===== src/rtl/prog_controller_pkg.sv =====
// Shared encodings for the program-load / run controller: FSM states,
// halt reason codes and the CPU reset hold length.
package prog_controller_pkg;

    typedef enum logic [2:0] {
        ST_IDLE   = 3'd0,
        ST_CPURST = 3'd1,
        ST_RUN    = 3'd2,
        ST_STEP   = 3'd3,
        ST_HALT   = 3'd4
    } state_e;

    typedef enum logic [1:0] {
        HR_NONE    = 2'd0,
        HR_BTN     = 2'd1,
        HR_BP      = 2'd2,
        HR_TIMEOUT = 2'd3
    } halt_reason_e;

    localparam logic [1:0] CPURST_LEN = 2'd2;

endpackage


===== src/rtl/prog_controller_mem.sv =====
// 16x8 program store: synchronous write, asynchronous read.
// Contents are deliberately not reset so a loaded program survives reset.
module prog_mem16x8 (
    input  logic       clk_cpu,
    input  logic       we,
    input  logic [3:0] waddr,
    input  logic [7:0] wdata,
    input  logic [3:0] raddr,
    output logic [7:0] rdata
);

    logic [7:0] mem_q [16];

    always_ff @(posedge clk_cpu) begin
        if (we) begin
            mem_q[waddr] <= wdata;
        end
    end

    assign rdata = mem_q[raddr];

endmodule


===== src/rtl/prog_controller.sv =====
// Program loader and run/step/breakpoint controller for a small CPU.
//
// state   | meaning
// IDLE    | CPU held in reset, program may be loaded
// CPURST  | CPU reset pulse (CPURST_LEN cycles) before entering target
// RUN     | CPU free-running until a halt condition
// STEP    | single enabled CPU cycle, then back to HALT
// HALT    | CPU stopped, out of reset, program may be patched
module prog_controller
    import prog_controller_pkg::*;
#(
    parameter logic [7:0] MAX_CYCLES = 8'd200
) (
    input  logic       clk_cpu,
    input  logic       reset,
    input  logic       load_valid,
    output logic       load_ready,
    input  logic [3:0] load_addr,
    input  logic [7:0] load_data,
    input  logic       run_btn,
    input  logic       step_btn,
    input  logic       halt_btn,
    input  logic       bp_en,
    input  logic [3:0] bp_addr,
    input  logic [3:0] pc,
    output logic [7:0] inst,
    output logic       cpu_reset,
    output logic       cpu_en,
    output logic [2:0] state,
    output logic [1:0] halt_reason,
    output logic [7:0] cycle_cnt
);

    state_e       state_q, state_d;
    state_e       target_q, target_d;
    halt_reason_e reason_q, reason_d;
    logic [1:0]   rst_cnt_q, rst_cnt_d;
    logic [7:0]   cycle_cnt_q, cycle_cnt_d;
    logic         resume_q, resume_d;
    logic         cnt_clr;
    logic         cpu_en_c;
    logic         bp_hit;

    // Breakpoint is masked for one cycle after resuming so the CPU can leave it.
    assign bp_hit = bp_en && (pc == bp_addr) && !resume_q;

    always_comb begin
        state_d   = state_q;
        target_d  = target_q;
        reason_d  = reason_q;
        rst_cnt_d = rst_cnt_q;
        resume_d  = 1'b0;
        cnt_clr   = 1'b0;
        cpu_en_c  = 1'b0;
        case (state_q)
            ST_IDLE: begin
                if (step_btn || run_btn) begin
                    state_d   = ST_CPURST;
                    target_d  = step_btn ? ST_HALT : ST_RUN;
                    rst_cnt_d = CPURST_LEN - 2'd1;
                end
            end
            ST_CPURST: begin
                cnt_clr  = 1'b1;
                reason_d = HR_NONE;
                if (rst_cnt_q == 2'd0) begin
                    state_d = target_q;
                end else begin
                    rst_cnt_d = rst_cnt_q - 2'd1;
                end
            end
            ST_RUN: begin
                if (halt_btn) begin
                    state_d  = ST_HALT;
                    reason_d = HR_BTN;
                end else if (bp_hit) begin
                    state_d  = ST_HALT;
                    reason_d = HR_BP;
                end else if (cycle_cnt_q == MAX_CYCLES) begin
                    state_d  = ST_HALT;
                    reason_d = HR_TIMEOUT;
                end else begin
                    cpu_en_c = 1'b1;
                end
            end
            ST_STEP: begin
                cpu_en_c = 1'b1;
                state_d  = ST_HALT;
                reason_d = HR_BTN;
            end
            ST_HALT: begin
                if (halt_btn) begin
                    state_d = ST_HALT;
                end else if (step_btn) begin
                    state_d  = ST_STEP;
                    reason_d = HR_NONE;
                end else if (run_btn) begin
                    state_d  = ST_RUN;
                    reason_d = HR_NONE;
                    resume_d = 1'b1;
                end
            end
            default: state_d = ST_IDLE;
        endcase

        cycle_cnt_d = cycle_cnt_q;
        if (cnt_clr) begin
            cycle_cnt_d = 8'd0;
        end else if (cpu_en && (cycle_cnt_q != 8'hFF)) begin
            cycle_cnt_d = cycle_cnt_q + 8'd1;
        end
    end

    always_ff @(posedge clk_cpu) begin
        if (reset) begin
            state_q     <= ST_IDLE;
            target_q    <= ST_RUN;
            reason_q    <= HR_NONE;
            rst_cnt_q   <= 2'd0;
            cycle_cnt_q <= 8'd0;
            resume_q    <= 1'b0;
        end else begin
            state_q     <= state_d;
            target_q    <= target_d;
            reason_q    <= reason_d;
            rst_cnt_q   <= rst_cnt_d;
            cycle_cnt_q <= cycle_cnt_d;
            resume_q    <= resume_d;
        end
    end

    // Gating with reset keeps the CPU from taking one more step on the reset edge.
    assign cpu_en      = cpu_en_c && !reset;
    assign cpu_reset   = (state_q == ST_IDLE) || (state_q == ST_CPURST);
    assign load_ready  = (state_q == ST_IDLE) || (state_q == ST_HALT);
    assign state       = state_q;
    assign halt_reason = reason_q;
    assign cycle_cnt   = cycle_cnt_q;

    prog_mem16x8 u_mem (
        .clk_cpu (clk_cpu),
        .we      (load_valid && load_ready),
        .waddr   (load_addr),
        .wdata   (load_data),
        .raddr   (pc),
        .rdata   (inst)
    );

endmodule


===== config.mk =====
export PLATFORM = sky130hd
export DESIGN_NAME = prog_controller
export DESIGN_NICKNAME = d
export VERILOG_FILES = /design/src/rtl/prog_controller_pkg.sv /design/src/rtl/prog_controller_mem.sv /design/src/rtl/prog_controller.sv
export SDC_FILE = /design/constraint.sdc
export NUM_CORES = 1
export LEC_CHECK = 0
export CORE_UTILIZATION = 40
export DETAILED_ROUTE_END_ITERATION = 10
export GPL_ROUTABILITY_DRIVEN = 0
export PLACE_DENSITY_LB_ADDON = 0.15
export SLEW_MARGIN = 20
export SYNTH_ARGS = -nofsm -noshare
export SYNTH_HDL_FRONTEND = slang
export SYNTH_HIERARCHICAL = 1
export SYNTH_SLANG_ARGS = --single-unit

===== constraint.sdc =====
create_clock -name clk_cpu -period 7 [get_ports clk_cpu]
set_input_delay 1.05 -clock clk_cpu [delete_from_list [all_inputs] [get_ports clk_cpu]]
set_output_delay 1.05 -clock clk_cpu [all_outputs]
set_load 0.01 [all_outputs]

### Word-level counts from Yosys, hierarchy flattened

Memories as Yosys holds them, arrays and structs flattened.
Cells that the tools add are included.

| cells by class | value |
|---|---|
| $add $sub $neg | 2 |
| reductions and logical operators | 20 |
| equal/unequal tests | 14 |
| mux-type cells | 28 |
| bitwise logic cells | 1 |

Operators by type and width:

| cell | count |
|---|---|
| 3-bit 2-to-1 mux | 9 |
| 2-bit 2-to-1 mux | 8 |
| 3-bit one-hot mux with 5 select lines | 1 |
| 8-bit by 1-bit adder with 8-bit output (second input constant) | 1 |
| 8-bit == test (second input constant) | 1 |
| 2-bit inequality test (second input constant) | 4 |
| 4-bit inequality test (second input constant) | 2 |
| 8-bit inequality test (second input constant) | 1 |
| 2-bit one-hot mux with 4 select lines | 1 |
| 4-bit AND reduction | 2 |
| 1-bit 2-to-1 mux | 7 |
| 3-bit by 2-bit == test with 1-bit output (second input constant) | 2 |
| 1-bit logical AND | 5 |
| 4-bit == test | 1 |
| 2-bit one-hot mux with 2 select lines | 1 |
| 4-bit nonzero test | 1 |
| 4-bit OR reduction | 1 |
| 3-bit by 1-bit == test with 1-bit output (second input constant) | 1 |
| 3-bit == test (second input constant) | 1 |
| 3-bit logical NOT | 1 |
| 1-bit logical OR | 3 |
| 3-bit inequality test (second input constant) | 1 |
| 3-bit AND reduction | 1 |
| 1-bit logical NOT | 2 |
| other kinds (7) | 7 |

| storage, ports and cells | value |
|---|---|
| output and inout bits | 24 |
| RAM bits | 128 |
| logic and storage cells | 72 |
| input bits | 27 |
| register bits after elaboration | 19 |
| memories | 1 |

Memories:

| name | words | bits a word | read ports | clocked after Yosys merged registers in | wr ports | line | RTL |
|---|---|---|---|---|---|---|---|
| u_mem.mem_q | 16 | 8 | 1 | 0 | 1 | prog_controller_mem.sv:12 | `logic [7:0] mem_q [16];` |

### Longest topological paths before layout

| depth | value |
|---|---|
| depth after elaboration | 8 |
| mapped depth | 7 |

### Modules after synthesis

Netlist, hierarchy kept.

Modules (own cells, without submodules):

| module | sequential area each (um2) | times used | area each (um2) | cells an instance |
|---|---|---|---|---|
| prog_mem16x8 | 3843.7 | 1 | 4987.3 | 221 |
| prog_controller | 360.3 | 1 | 1108.6 | 137 |

### Least setup slack after synthesis

Ideal clock, no wire load.

| timing | value |
|---|---|
| path type | input to output |
| from | in halt_btn |
| to | out cpu_en |
| arrival time | 2.145 ns |
| path buffers | 0 |
| cell stages on the path | 4 |
| required time | 5.950 ns |
| path slack | 3.805 ns |
| path through | or4b_4 o21bai_4 a32o_2 nor2_1 |

| on the way | value |
|---|---|
| word-level cells in the longest chain between the ends | 3 |

RTL lines:

| what | line | RTL |
|---|---|---|
| start: declaration | prog_controller.sv:22 | `input logic halt_btn,` |
| 1-bit 2-to-1 mux | prog_controller.sv:73 | `if (halt_btn) begin` |
| 1-bit one-hot mux with 2 select lines | prog_controller.sv:55 | `case (state_q)` |
| 1-bit logical AND | prog_controller.sv:133 | `assign cpu_en = cpu_en_c && !reset;` |
| end: declaration | prog_controller.sv:28 | `output logic cpu_en,` |

No other way between the ends.

### Final worst setup path

| timing | value |
|---|---|
| from | in pc[1] |
| to | out inst[0] |

| on the way | value |
|---|---|
| word-level cells in the longest chain between the ends | 1 |

RTL lines:

| what | line | RTL |
|---|---|---|
| start: declaration | prog_controller.sv:25 | `input logic [3:0] pc,` |
| memory 16 x 8 bit | n/a |  |
| end: declaration | prog_controller.sv:26 | `output logic [7:0] inst,` |

No other way between the ends.

==> qor.txt <==
RSZ-0062 raised after global routing: false
Setup TNS: 0 ns
Min Hold Slack: 0.483 ns
DRT Pass-1 Iters: 9
Die boundary width: 125 um
Critical Path, Cell by Cell: clkdlybuf4s50_1 > buf_4 > mux4_2 > a22oi_1 > nand2_1 > clkdlybuf4s50_1
Post-synth ARST share: 0
CTS root buf: clkbuf_16
Simple-Gate Fraction of Synth Area: 0.0764
Port-buffer cells: 50
Final core utilization: 0.503
Ys flop type: edfxtp_1
Syn Nets: 388
FP Rows: 44
Minimum clock period: 4.46 ns
Yosys reg bits: 146
Int Pwr: 1.75 mW
Initial DRC Count: 284
Die Span Y: 125 um
Power Total: 2.29 mW
First-pass GRT wire length: 20000 um
Rel. slew slack: 0.359
Diodes inserted: 0
Fmax achieved: 0.224 GHz
Worst path most repeated cell: clkdlybuf4s50_1
Share of cells above drive strength 1: 0.149
TritonCTS buffer count: 17
Largest family of logic cells by synthesized area: multiplexers
WP data required: 5.95 ns
# IOs: 51
Total core area: 0.0147 mm2
WL final: 12800 um
Worst clock skew: 0.0112 ns
Net Switching: 0.536 mW
Post-route DRC violation count: 2
Compound-Gate Fraction of Synth Area: 0.0628
Fillers: 1232
Worst Path Class, Setup: in -> out
Final hold vios: 0
Vias: 3456
Clock share of power: 0.426
# nets final: 448
Post-synth EDFFs: 128
Synth cell types: 52
Non-filler instance count after layout: 614
# hold bufs at CTS: 0
Area grow syn2layout: 21.3%
Post-CTS setup buffers: 0
Initial Utilization: 0.415
Outcome: finished with violations
H-tree depth: 4
Worst VDD drop: 0.173 mV
All-Layer GR Usage: 0.176
Pin count of the biggest net entering global routing: 29
Post-synthesis sequential area ratio: 0.690
Failing checks: design-rule violations
Wire per inst: 20.8 um
Final HPWL DP: 8630 um
Resize count post-CTS: 0
Critical Path Fanout Max: 28
Flop pwr share: 0.443
Post-route clock period utilization: 0.638
Worst-Margin Slew: 0.958 ns
Vias in the first global route: 3486
CP Launch Type: primary input
Max-cap viol count: 0
CTS tree: done
Routed Antenna Nets: 0
Hold Crit Class: reg -> reg
Endpoints failing setup: 0
Clk sink count: 146
Combinational Power Share: 0.131
Worst path slowest cell: clkdlybuf4s50_1
Synth Cell Area: 0.00610 mm2
Mux cell area share after synthesis: 0.139
Post-DR vias/cell: 5.63
CP endpoint kind: output port
Synthesized-area fraction occupied by adder cells: 0.00616
Post-Syn Instances: 358
Mapped Avg Cell Area: 17.0 um2
Pleak: 2.45 nW
Antenna violations before repair: 0
Clk_lat worst skew: 0.42 ns
Max Slew Vio Count: 0
YS warnings: 6
Power per cell area: 309 mW/mm2
Remaining Overflow, GRT: 0
Xor and xnor fraction of the mapped netlist area: 0.00144
Clk slew on worst S/H paths: 0.06 ns
Clock buffer depth: 2
Inst Count DP: 583
Sw Ratio: 0.235
Slowest stage delay, CP: 0.65 ns
Die area: 0.0157 mm2
Worst Path Arrival: 3.41 ns
## cells by family (layout without fill, tap and decap cells)
group | Yosys count | after routing
buffers and inverters | 25 | 97
XOR/XNOR | 1 | 1
AND/OR/NAND/NOR | 93 | 93
AO/OA/AOI/OAI | 51 | 51
multiplexers | 39 | 39
adder cells (fa/ha/maj) | 3 | 3
flip-flops | 146 | 146
## metal layers
| layer | vias to the layer above | global-route usage | routed length (um) |
|---|---|---|---|
| li1 | 1581 | - | - |
| met1 | 1757 | 0.240 | 5860 |
| met2 | 95 | 0.270 | 6090 |
| met3 | 23 | 0.0407 | 595 |
| met4 | 0 | 0.0760 | 235 |
| met5 | - | 0 | 0 |
## cell type report
| type | count | area, um2 | area share |
|---|---|---|---|
| sequential | 146 | 4200 | 0.569 |
| timing repair buffer | 56 | 541 | 0.0731 |
| inverter | 10 | 37.5 | 0.00508 |
| clock buffer | 18 | 429 | 0.0581 |
| multi-input combinational | 187 | 1740 | 0.235 |
| clock inverter | 13 | 210 | 0.0284 |
| tap | 184 | 230 | 0.0311 |
## Yosys cell counts, drive strengths merged (2+ instances only)
cell | count | share of area
ha | 3 | 0.0062
edfxtp | 128 | 0.63
a22oi | 18 | 0.022
a31oi | 2 | 0.0021
nand2b | 5 | 0.0051
dfxtp | 18 | 0.059
nor2 | 25 | 0.015
o21ai | 3 | 0.0025
buf | 9 | 0.012
a21oi | 9 | 0.0074
mux4 | 32 | 0.13
or3 | 3 | 0.0031
mux2i | 5 | 0.0082
o31ai | 2 | 0.0025
nor3 | 9 | 0.0074
clkdlybuf4s25 | 3 | 0.0049
nand2 | 25 | 0.015
or4b | 3 | 0.0055
inv | 10 | 0.0062
mux2 | 2 | 0.0037
and2 | 3 | 0.0031
nand3 | 7 | 0.0057
nor2b | 4 | 0.0041
a21o | 2 | 0.0025
a221oi | 2 | 0.0029
clkbuf | 3 | 0.0018
nor3b | 2 | 0.0025
nand3b | 2 | 0.0025
## path summary, 6_finish.rpt
path                        from                end  slack [ns]  cells after the start
setup / recovery           pc[1]            inst[0]        2.54                      6
hold / removal    halt_reason[1]     halt_reason[1]        0.48                      2
setup reg to reg        state[0]  u_mem/mem_q[2][2]        4.39                      4
hold reg to reg   halt_reason[1]     halt_reason[1]        0.48                      2
## registers in the layout, summed over array words and instances (netlist names)
signal and flops:
u_mem/mem_q 128, cycle_cnt 8, halt_reason 2, resume_q 1, state 3, rst_cnt_q 2, target_q 2
## worst max-delay path: cells and delay by family
family	cells	cell delay, ns
AND/OR/NAND/NOR	1	0.10
multiplexers	1	0.37
buffers and inverters	3	1.57
AO/OA/AOI/OAI	1	0.32
## power groups by stage
stage | sequential [mW] | combinational [mW] | clock, mW
floorplan | 1.01 | 0.201 | 0
global placement | 1.03 | 0.296 | 0
detailed placement | 1.03 | 0.300 | 0
CTS | 1.01 | 0.301 | 0.991
global route | 1.02 | 0.328 | 1.02
finish | 1.01 | 0.299 | 0.974
## metrics by stage
stage | setup WS, ns | instance area, um2
finish | 2.54 | 7390
global route | 2.40 | 7390
CTS | 2.51 | 7390
detailed placement | 2.50 | 6750
global placement | 2.54 | 6750
floorplan | 3.80 | 6100
## cells in the final DEF (no fill, tap or decap), types with 3 or more instances in the layout
cell             count
a21oi_1              9
a22oi_1             18
and2_1               3
buf_4                6
bufinv_16            5
clkbuf_16           17
clkdlybuf4s50_1     49
clkinvlp_4           5
dfxtp_1             18
edfxtp_1           128
ha_1                 3
inv_1               10
mux2i_1              5
mux4_1              14
mux4_2              18
nand2_1             25
nand2b_1             5
nand3_1              7
nor2_1              25
nor2b_1              4
nor3_1               9
o21ai_0              3
or3_1                3
(Power assumes the default switching activity.)
